--- src/rtl/pwm_capture.sv ---
// pwm_capture: measures period, high time and integer duty cycle of an async PWM input.
// Optional glitch filter on the synchronised input: define PWM_CAPTURE_GLITCH_FILTER_EN.
module pwm_capture #(
    parameter int WORD_LENGTH   = 8,
    parameter int COUNTER_BITS  = 24,
    parameter int GLITCH_CYCLES = 4
) (
    input  logic                    clk,
    input  logic                    reset,
    input  logic                    start,
    input  logic                    pwm_in,
    output logic [WORD_LENGTH-1:0]  duty_cycle,
    output logic [COUNTER_BITS-1:0] period,
    output logic [COUNTER_BITS-1:0] high_time,
    output logic                    valid,
    output logic                    overrun,
    output logic                    stuck
);

    localparam int NW = COUNTER_BITS + 7;
    localparam logic [COUNTER_BITS-1:0] CNT_MAX = '1;

    typedef enum logic [1:0] {
        IDLE,
        WAIT_RISE,
        MEASURE
    } state_t;

    state_t state, state_nxt;

    logic [1:0]              sync_q;
    logic                    pwm_s;
    logic                    level;
    logic                    level_d;
    logic                    rise;
    logic [COUNTER_BITS-1:0] cnt, cnt_nxt;
    logic [COUNTER_BITS-1:0] hcnt, hcnt_nxt;
    logic                    latch;
    logic                    ovr_set;
    logic                    tmo;
    logic                    busy;
    logic [2:0]              step;
    logic [6:0]              quo;
    logic [NW-1:0]           rem;
    logic [NW-1:0]           dsh;
    logic                    ge;

    if (WORD_LENGTH < 7 || GLITCH_CYCLES < 1) begin : g_bad_param
        $error("pwm_capture: WORD_LENGTH >= 7 and GLITCH_CYCLES >= 1 required");
    end

    always_ff @(posedge clk or negedge reset) begin
        if (!reset) begin
            sync_q  <= '0;
            level_d <= 1'b0;
        end else begin
            sync_q  <= {sync_q[0], pwm_in};
            level_d <= level;
        end
    end

    assign pwm_s = sync_q[1];

`ifdef PWM_CAPTURE_GLITCH_FILTER_EN
    localparam int GW = $clog2(GLITCH_CYCLES + 1);

    logic [GW-1:0] gcnt;
    logic          filt;

    // Level flips only after pwm_s has disagreed for GLITCH_CYCLES cycles in a row
    always_ff @(posedge clk or negedge reset) begin
        if (!reset) begin
            gcnt <= '0;
            filt <= 1'b0;
        end else if (pwm_s == filt) begin
            gcnt <= '0;
        end else if (gcnt == GW'(GLITCH_CYCLES - 1)) begin
            gcnt <= '0;
            filt <= pwm_s;
        end else begin
            gcnt <= gcnt + 1'b1;
        end
    end

    assign level = filt;
`else
    assign level = pwm_s;
`endif

    assign rise = level & ~level_d;

    always_ff @(posedge clk or negedge reset) begin
        if (!reset) begin
            state <= IDLE;
            cnt   <= '0;
            hcnt  <= '0;
        end else begin
            state <= state_nxt;
            cnt   <= cnt_nxt;
            hcnt  <= hcnt_nxt;
        end
    end

    always_comb begin
        state_nxt = state;
        cnt_nxt   = cnt;
        hcnt_nxt  = hcnt;
        latch     = 1'b0;
        ovr_set   = 1'b0;
        tmo       = 1'b0;
        if (!start) begin
            state_nxt = IDLE;
            cnt_nxt   = '0;
            hcnt_nxt  = '0;
        end else begin
            unique case (state)
                IDLE: begin
                    state_nxt = WAIT_RISE;
                    cnt_nxt   = '0;
                    hcnt_nxt  = '0;
                end
                WAIT_RISE: begin
                    if (rise) begin
                        state_nxt = MEASURE;
                        cnt_nxt   = COUNTER_BITS'(1);
                        hcnt_nxt  = COUNTER_BITS'(1);
                    end else if (cnt == CNT_MAX) begin
                        tmo     = 1'b1;
                        cnt_nxt = '0;
                    end else begin
                        cnt_nxt = cnt + 1'b1;
                    end
                end
                MEASURE: begin
                    if (rise) begin
                        cnt_nxt  = COUNTER_BITS'(1);
                        hcnt_nxt = COUNTER_BITS'(1);
                        // The result cycle still belongs to the previous division
                        if (busy || valid) begin
                            ovr_set = 1'b1;
                        end else begin
                            latch = 1'b1;
                        end
                    end else if (cnt == CNT_MAX) begin
                        tmo       = 1'b1;
                        state_nxt = WAIT_RISE;
                        cnt_nxt   = '0;
                        hcnt_nxt  = '0;
                    end else begin
                        cnt_nxt = cnt + 1'b1;
                        if (level) begin
                            hcnt_nxt = hcnt + 1'b1;
                        end
                    end
                end
                default: begin
                    state_nxt = IDLE;
                end
            endcase
        end
    end

    assign ge = (rem >= dsh);

    // Quotient is at most 100, so 7 restoring steps with the divisor pre-shifted by 6 suffice
    always_ff @(posedge clk or negedge reset) begin
        if (!reset) begin
            duty_cycle <= '0;
            period     <= '0;
            high_time  <= '0;
            valid      <= 1'b0;
            overrun    <= 1'b0;
            stuck      <= 1'b0;
            busy       <= 1'b0;
            step       <= '0;
            quo        <= '0;
            rem        <= '0;
            dsh        <= '0;
        end else begin
            valid <= 1'b0;
            if (!start) begin
                busy    <= 1'b0;
                overrun <= 1'b0;
                stuck   <= 1'b0;
            end else begin
                if (ovr_set) begin
                    overrun <= 1'b1;
                end
                if (latch) begin
                    period    <= cnt;
                    high_time <= hcnt;
                    rem       <= NW'(hcnt) * NW'(100);
                    dsh       <= NW'(cnt) << 6;
                    quo       <= '0;
                    step      <= '0;
                    busy      <= 1'b1;
                end else if (busy) begin
                    if (ge) begin
                        rem <= rem - dsh;
                    end
                    dsh  <= dsh >> 1;
                    quo  <= {quo[5:0], ge};
                    step <= step + 1'b1;
                    if (step == 3'd6) begin
                        busy       <= 1'b0;
                        duty_cycle <= WORD_LENGTH'({quo[5:0], ge});
                        valid      <= 1'b1;
                        stuck      <= 1'b0;
                    end
                end
                if (tmo) begin
                    duty_cycle <= level ? WORD_LENGTH'(100) : '0;
                    period     <= '0;
                    high_time  <= '0;
                    stuck      <= 1'b1;
                    valid      <= 1'b1;
                    busy       <= 1'b0;
                end
            end
        end
    end

endmodule

--- config.mk ---
export PLATFORM = sky130hd
export DESIGN_NAME = pwm_capture
export DESIGN_NICKNAME = d
export VERILOG_FILES = /design/src/rtl/pwm_capture.sv
export SDC_FILE = /design/constraint.sdc
export NUM_CORES = 1
export LEC_CHECK = 0
export CORE_UTILIZATION = 30
export CTS_CLUSTER_SIZE = 28
export DETAILED_ROUTE_END_ITERATION = 16
export PLACE_DENSITY = 0.57
export REMOVE_ABC_BUFFERS = 1
export SYNTH_ARGS = -nofsm -noshare
export SYNTH_HDL_FRONTEND = slang
export SYNTH_SLANG_ARGS = --single-unit
--- constraint.sdc ---
create_clock -name clk -period 4.4 [get_ports clk]
set_input_delay 0.88 -clock clk [delete_from_list [all_inputs] [get_ports clk]]
set_output_delay 0.88 -clock clk [all_outputs]
set_load 0.02 [all_outputs]
**Word-level counts from Yosys, hierarchy flattened**

Index checks and enable logic that the tools add are counted.

- Register bits: 184
- Input port bits: 4
- Logic and storage cells: 116

- $add $sub $neg: 4
- Multiply operators: 1
- Magnitude comparators: 1
- Eq/ne operators: 15
- Muxes and demuxes: 62
- Bitwise gates (word level): 2
- Reductions and logical operators: 15

Operators by type and width:

| operator | number |
|---|---|
| $mux 24 | 12 |
| $mux 31 | 5 |
| $pmux 24 s3 | 1 |
| $add 24x1->24 const B | 2 |
| $pmux 24 s2 | 1 |
| $mux 8 | 4 |
| $ge 31x31->1 | 1 |
| $sub 31x31->31 | 1 |
| $mul 24x5->29 const B | 1 |
| $mux 1 | 29 |
| $eq 24x24->1 const B | 1 |
| $mux 6 | 2 |
| $reduce_and 3->1 | 4 |
| $reduce_bool 2->1 | 5 |
| $ne 3x3->1 const B | 3 |
| $mux 2 | 4 |
| $mux 7 | 1 |
| $mux 3 | 2 |
| $ne 3x1->1 const B | 2 |
| $ne 3x2->1 const B | 2 |
| $pmux 2 s3 | 1 |
| $ne 5x5->1 const B | 1 |
| $ne 2x1->1 const B | 2 |
| $ne 4x1->1 const B | 1 |
| 11 further kinds | 12 |

**Longest topological paths before layout**

Gate-level depths: netlist (run 1).

- Word-level depth: 8
- Mapped depth: 15
- Gate-level depth less buffers: 14

**Worst setup path after synthesis (run 1)**

No wires, ideal clock.

- Path kind: reg2reg
- Start: register hcnt[3]
- End: register rem[27]
- Data arrival time: 3450 ps
- Required time: 4263 ps
- Slack: 813 ps
- Stages on the path, launching flop included: 15
- Period minus slack after synthesis: 3587 ps
- Path through: dfrtp_1 -> ha_1 -> ha_1 -> inv_1 -> fa_1 -> inv_1 -> ha_1 -> and3_1 -> a41oi_1 -> a2111oi_0 -> o22a_1 -> a32o_1 -> o41ai_1 -> xor2_1 -> mux2i_1

- Word-level cells in the longest chain between the ends: 2

RTL lines:

| element | line | RTL |
|---|---|---|
| start: declaration | 37 | `logic [COUNTER_BITS-1:0] hcnt, hcnt_nxt;` |
| start signal: assignment | 100 | `hcnt <= hcnt_nxt;` |
| $mul 24x5->29 | 192 | `rem <= NW'(hcnt) * NW'(100);` |
| $mux 31 | 189 | `if (latch) begin` |
| end signal: assignment | 192 |  |
| end signal: assignment | 199 | `rem <= rem - dsh;` |
| end: declaration | 44 | `logic [NW-1:0] rem;` |

No other way between the ends.
A chain may end at the register's enable or synchronous reset.

**Worst setup path in the final report (run 1)**

Ends and elaborated chain as after synthesis.

==> out/results.txt, run 1 <==
Count of yosys warnings during synthesis -> 0
Count of state elements after synthesis -> 182
Post-Route WL -> 30,400 um
CP Launch Type -> flop
Post-Synthesis Mean Instance Area -> 8.84 um^2
Count of H-tree levels built during CTS -> 4
Die Span Y -> 204 um
Routed wire per std cell -> 15.4 um
Count of hold-fix buffers inserted at cts -> 0
Synthesized netlist cell count -> 1,391
Number of placement rows -> 73
Run status -> finished, final reports clean
Fin nets -> 1,570
CTS-repair resized insts -> 0
Power per Cell Area -> 377 nW/um^2
Overall power of the completed layout -> 5.31 mW
Post-detailed-route count of antenna-violating nets -> 0
Placement-stage cell area -> 13,500 um^2
IO Port Bufs -> 61
Register share of total power -> 33.8%
Setup skew after layout -> 0.0186 ns
Cell depth of the worst flop-to-flop path -> 14
Core Region -> 40,100 um^2
Most used flip-flop cell after synthesis -> dfrtp_1
Largest area contributor in the netlist -> dfrtp_1
Starting DRC count in detailed routing -> 671
Share of layout cells above drive strength 1 -> 5.26%
Horizontal extent of the die -> 204 um
Number of top-level pins -> 63
FF-to-FF setup slack -> 0.39 ns
Cells taking the most area after synthesis -> dfrtp_1 (37%), ha_1 (12%), nand2_1 (6.3%)
Fraction of the yosys area taken by sequential cells -> 37.1%
Buffer cell driving the clock tree root -> clkbuf_16
Initial cell density of the core -> 30.7%
Maximum achievable frequency -> 249 MHz
WP data required -> 4.71 ns
Via count -> 9,748
Slowest Stage Delay on Critical Path -> 0.49 ns
Aggregate global routing overflow -> 0
Antenna violations before repair -> 0
Global Route Usage Sum -> 15.4%
Fraction of the cycle the final worst path needs -> 91.2%
Worst Path Arrival -> 4.33 ns
Nature of the critical path endpoint -> flop
Reg2Reg Capture Point -> rem[27]
Actual transition at the worst max-transition pin -> 1.06 ns
Switching power share of the total -> 34.4%
Layout fillers -> 4,083
Worst-path maximum fanout -> 6
Capture point of the worst path -> rem[27]
Setup repair bufs after CTS -> 0
Total count of hold-check failures in the final report -> 0
Async SR Flop Fraction -> 100%
Cell type of the slowest stage on the worst timing path -> fa_1
Crit Path Class -> reg -> reg
Clock-pin slew on the worst setup and hold paths -> 0.07 ns
HPWL after DPL -> 22,800 um
DRC errors left -> 0
Setup repair after global routing missed its margin -> no
Largest net degree at the start of global routing -> 120
Most frequent standard cell in the layout excluding fill and tap cells -> nand2_1
Final worst slack -> 0.386 ns
Fin crit period -> 4.01 ns
Leakage -> 6.80 nW
Post-synth top area share -> 37.1%
Worst slew margin -> 29.0%
Overall die area -> 41,800 um^2
Final Hold Slack -> 0.358 ns
Count of antenna diodes in the layout -> 0
Cell internal power dissipation -> 3.49 mW
Startpoint of the lowest-slack register-to-register path -> hcnt[3]
Post-synth EDFFs -> 0
Post-Place Setup Slack -> 0.446 ns
Post-DR vias/cell -> 4.95
Total number of clock tree sinks -> 182
RD Place Congestion -> 0.867
Worst-Skew Late Latency -> 0.46 ns
Final-report max-slew violation count -> 0
IR Drop Worst-Case VDD -> 0.000303 V
Number of different library cells in the post-synthesis netlist -> 77
Number of global-route vias before repair -> 9,698
Pre-antenna DRT Iters -> 5
Cts bufs inserted -> 17
Worst setup path start -> hcnt[3]
Class of the tightest hold or removal check -> reg -> reg
Design Area, Final -> 14,100 um^2
Synthesis-to-layout area growth -> 14.6%
Most frequent cells in the layout -> nand2_1 (206), dfrtp_1 (182), inv_1 (139), ha_1 (113), a21oi_1 (102)
Max Cap Violations -> 0
Final TNS setup -> 0 ns
Synthesized area -> 12,300 um^2
Switching power -> 1.82 mW
Clock network power share -> 31.2%
Comb power frac -> 34.9%
Sequence of cells on the critical path -> ha_1 -> ha_1 -> inv_1 -> fa_1 -> inv_1 -> ha_1 -> and3_1 -> a41oi_1 -> a2111oi_0 -> o22a_1 -> a32o_1 -> o41ai_1 -> xor2_1 -> mux2i_1
Final setup fails -> 0
Most used cell, CP -> ha_1
Global-route wire length before repair -> 51,200 um
TritonCTS clock tree -> yes
Number of buffers on the longest clock path -> 2
-- critical path, delay by kind of cell (launching register included) --
family          cells  cell delay (ns)
simple gates        1             0.22
mux                 1             0.08
flops               1             0.45
buf+inv             2             0.09
xor+xnor            1             0.18
compound gates      5             1.40
fa+ha+maj           4             1.46
-- area by class of cell --
| cell class | count | area, um^2 | area share (%) |
|---|---|---|---|
| Multi-Input combinational cell | 1013 | 6970 | 49.5 |
| Clock inverter | 10 | 170 | 1.21 |
| Clock buffer | 22 | 454 | 3.22 |
| Timing Repair Buffer | 80 | 757 | 5.37 |
| Tap cell | 525 | 657 | 4.66 |
| Inverter | 139 | 522 | 3.70 |
| Sequential cell | 182 | 4550 | 32.3 |
-- cell usage after synthesis (3+ instances only) --
master     count
o31ai_1        5
o21a_1         8
a2111oi_0      3
o21bai_1       6
o211ai_1       4
a211oi_1       7
dfrtp_1      182
xnor2_1       42
o21ai_0       82
nand4_1       16
nor2_1        90
clkbuf_1      47
a22oi_1       30
and3_1         9
nand3b_1       3
fa_1          20
o22a_1         3
and4_1         3
mux2i_1       30
nor3_1        14
a22o_1        23
nor4_1         4
nand3_1       40
nor2b_1        7
nand2_1      206
a21boi_0       3
and2_1         6
or3_1          7
inv_1        139
ha_1         113
a31oi_1       12
a21oi_1      102
xor2_1        27
nor3b_1        4
nand2b_1       6
buf_4          4
a21o_1        31
or2_2          3
-- power groups by stage --
stage | clock network [mW] | logic [mW] | registers [mW]
finish | 1.66 | 1.86 | 1.80
global route | 1.77 | 2.06 | 1.80
CTS | 1.71 | 1.85 | 1.79
detailed placement | 0 | 1.83 | 1.83
global placement | 0 | 1.84 | 1.83
floorplan | 0 | 1.34 | 1.80
-- registers in the layout, indices dropped and copies added (netlist names) --
register	flops
valid	1
stuck	1
rem	31
high_time	24
step	3
level_d	1
dsh	30
duty_cycle	7
sync_q	2
period	24
quo	6
overrun	1
state	2
hcnt	24
busy	1
cnt	24
-- metrics by stage --
step	util (%)	instances
floorplan	-	1334
global placement	33.6	1939
detailed placement	33.6	1939
CTS	35.1	1971
global route	35.1	1971
finish	35.1	1971
-- kinds of logic (layout without fill, tap and decap cells) --
| family | after synthesis | count (layout) | share of synthesized area [%] |
|---|---|---|---|
| buffers and inverters | 196 | 251 | 6.41 |
| multiplexers | 32 | 32 | 2.63 |
| other | 1 | 1 | 0.0305 |
| flip-flops | 182 | 182 | 37.1 |
| AO/OA/AOI/OAI | 348 | 348 | 18.3 |
| AND/OR/NAND/NOR | 430 | 430 | 15.9 |
| XOR/XNOR | 69 | 69 | 4.92 |
| adder cells (fa/ha/maj) | 133 | 133 | 14.8 |
-- worst min-delay path by stage --
| stage | start | to | slack (ns) | depth (start not counted) |
|---|---|---|---|---|
| floorplan | sync_q[0] | sync_q[1] | 0.33 | 0 |
| global placement | sync_q[0] | sync_q[1] | 0.34 | 0 |
| detailed placement | sync_q[0] | sync_q[1] | 0.34 | 0 |
| CTS | sync_q[0] | sync_q[1] | 0.36 | 0 |
| global route | sync_q[0] | sync_q[1] | 0.36 | 0 |
| finish | sync_q[0] | sync_q[1] | 0.36 | 0 |
-- per-layer routing --
layer | GRT usage (%) | part of all wire (%)
met3 | 2.26 | 3.2
met4 | 4.90 | 1.8
met5 | 0 | 0
met2 | 23.9 | 45
met1 | 21.7 | 51
(Power assumes the default switching activity.)
==> run 2: changes to the inputs <==
--- a/config.mk
+++ b/config.mk
@@ -5,7 +5,10 @@
 export SDC_FILE = /design/constraint.sdc
 export NUM_CORES = 1
 export LEC_CHECK = 0
+export CAP_MARGIN = 10
 export CORE_UTILIZATION = 30
+export CTS_BUF_LIST = sky130_fd_sc_hd__clkbuf_16
+export CTS_CLUSTER_DIAMETER = 80
 export CTS_CLUSTER_SIZE = 28
 export DETAILED_ROUTE_END_ITERATION = 16
 export PLACE_DENSITY = 0.57
==> run 2 against run 1 <==
Sequential power is essentially flat. Count of clock-buffer cells in the layout shrank 5. Hold slack barely moved. Worst setup slack got worse by 0.0040 ns. Combinational power hardly changed. Clock power is essentially flat. First-iteration DRC count is 1.6% higher. Via count is 0.12% higher. Critical path depth unchanged. Largest power group unchanged.
==> out/results.txt, run 2 (synthesis gave the netlist of run 1 again) <==
Number of global-route vias before repair -> 9,704
Setup repair after global routing missed its margin -> no
Buffer cell driving the clock tree root -> clkbuf_16
Startpoint of the lowest-slack register-to-register path -> hcnt[3]
Pre-antenna DRT Iters -> 5
Count of hold-fix buffers inserted at cts -> 0
Setup skew after layout -> 0.0187 ns
Share of layout cells above drive strength 1 -> 5.19%
Largest net degree at the start of global routing -> 120
Actual transition at the worst max-transition pin -> 1.06 ns
Slowest Stage Delay on Critical Path -> 0.49 ns
Overall die area -> 41,800 um^2
Most flops, register -> rem
Largest registers ranked by flip-flop count -> rem x31, dsh x30
Worst Path Arrival -> 4.33 ns
Fin crit period -> 4.02 ns
Fraction of the cycle the final worst path needs -> 91.3%
Post-DR vias/cell -> 4.95
Max Cap Violations -> 0
Worst setup path start -> hcnt[3]
Routed wire per std cell -> 15.4 um
HPWL after DPL -> 22,800 um
Most frequent cells in the layout -> nand2_1 (206), dfrtp_1 (182), inv_1 (143), ha_1 (113), a21oi_1 (102)
Overall power of the completed layout -> 5.28 mW
Total number of clock tree sinks -> 182
Most frequent standard cell in the layout excluding fill and tap cells -> nand2_1
Via count -> 9,760
Worst-path maximum fanout -> 6
Most used cell, CP -> ha_1
Crit Path Class -> reg -> reg
Multi-input combinational cell area -> 6970 um^2
Number of buffers on the longest clock path -> 2
Fin nets -> 1,570
Worst-Skew Late Latency -> 0.46 ns
Horizontal extent of the die -> 204 um
Final setup fails -> 0
Count of H-tree levels built during CTS -> 4
Maximum achievable frequency -> 249 MHz
FF/Latch Area -> 4550 um^2
Post-detailed-route count of antenna-violating nets -> 0
Run status -> finished, final reports clean
WP data required -> 4.72 ns
Placement-stage cell area -> 13,500 um^2
TritonCTS clock tree -> yes
RD Place Congestion -> 0.867
Leakage -> 6.81 nW
Power per Cell Area -> 375 nW/um^2
Initial cell density of the core -> 30.7%
Hold path startpoint -> sync_q[0]
Post-Place Setup Slack -> 0.446 ns
Clock-pin slew on the worst setup and hold paths -> 0.07 ns
Cts bufs inserted -> 17
Flip-flop count of the largest register after layout -> 31
CP Launch Type -> flop
Layout fillers -> 4,085
Cell type of the slowest stage on the worst timing path -> fa_1
Global Route Usage Sum -> 15.4%
IR Drop Worst-Case VDD -> 0.000304 V
Class of the tightest hold or removal check -> reg -> reg
Global-route wire length before repair -> 51,300 um
Die Span Y -> 204 um
Number of top-level pins -> 63
Worst slew margin -> 29.4%
Post-Route WL -> 30,300 um
Synthesis-to-layout area growth -> 14.5%
Number of placement rows -> 73
Design Area, Final -> 14,100 um^2
Antenna violations before repair -> 0
Sequence of cells on the critical path -> ha_1 -> ha_1 -> inv_1 -> fa_1 -> inv_1 -> ha_1 -> and3_1 -> a41oi_1 -> a2111oi_0 -> o22a_1 -> a32o_1 -> o41ai_1 -> xor2_1 -> mux2i_1
CTS-repair resized insts -> 0
Starting DRC count in detailed routing -> 682
Setup repair bufs after CTS -> 0
Final-report max-slew violation count -> 0
Total count of hold-check failures in the final report -> 0
IO Port Bufs -> 61
DRC errors left -> 0
Final Hold Slack -> 0.358 ns
Aggregate global routing overflow -> 0
Count of antenna diodes in the layout -> 0
Final worst slack -> 0.382 ns
Nature of the critical path endpoint -> flop
Core Region -> 40,100 um^2
run 2: cell count changes in the layout (fill, tap and decap cells not counted):
cell / change
clkbuf_1: -4
inv_1: +4
clkbuf_8: -1
clkinv_1: +1
run 2: final cells by class:
type	instances	area share, %
clock buffer	17	3.02
clock inverter	15	1.34
inverter	139	3.71
multi-input combinational	1013	49.5
sequential	182	32.4
tap	525	4.67
timing repair buffer	80	5.38
run 2: final timing paths:
kind                               to  slack (ns)  cells past startpoint
max in group asynchronous  period[16]        2.74                      2
max reg2reg                   rem[27]        0.38                     14
min in group asynchronous    hcnt[21]        0.49                      1
max                           rem[27]        0.38                     14
min reg2reg                 sync_q[1]        0.36                      0
min                         sync_q[1]        0.36                      0
run 2: power by group:
| group | internal [mW] | total, mW | leakage, nW | switching (mW) |
|---|---|---|---|---|
| clock network | 0.946 | 1.63 | 0.312 | 0.683 |
| registers | 1.74 | 1.80 | 2.52 | 0.0585 |
| logic | 0.774 | 1.85 | 3.97 | 1.08 |
run 2: critical path, delay by kind of cell, from the launching register on:
family	cells	cell delay, ns
AND/OR/NAND/NOR	1	0.22
flip-flops	1	0.45
AO/OA/AOI/OAI	5	1.41
XOR/XNOR	1	0.18
buffers and inverters	2	0.09
multiplexers	1	0.08
adder cells (fa/ha/maj)	4	1.46
run 2: stage by stage:
| stage | std cells | utilization, % | setup TNS [ns] |
|---|---|---|---|
| after detailed placement | 1939 | 33.6 | 0 |
| final | 1971 | 35.1 | 0 |
| after floorplan | 1334 | - | -83.59 |
| after global placement | 1939 | 33.6 | 0 |
| after global routing | 1971 | 35.1 | 0 |
| after CTS | 1971 | 35.1 | 0 |
run 2: routing by layer:
metal / global-route usage [%] / up-vias / part of all wire [%]
li1: - / 4884 / -
met1: 21.7 / 4698 / 51
met2: 23.9 / 154 / 44
met3: 2.26 / 24 / 3.1
met4: 4.90 / 0 / 1.8
met5: 0 / - / 0
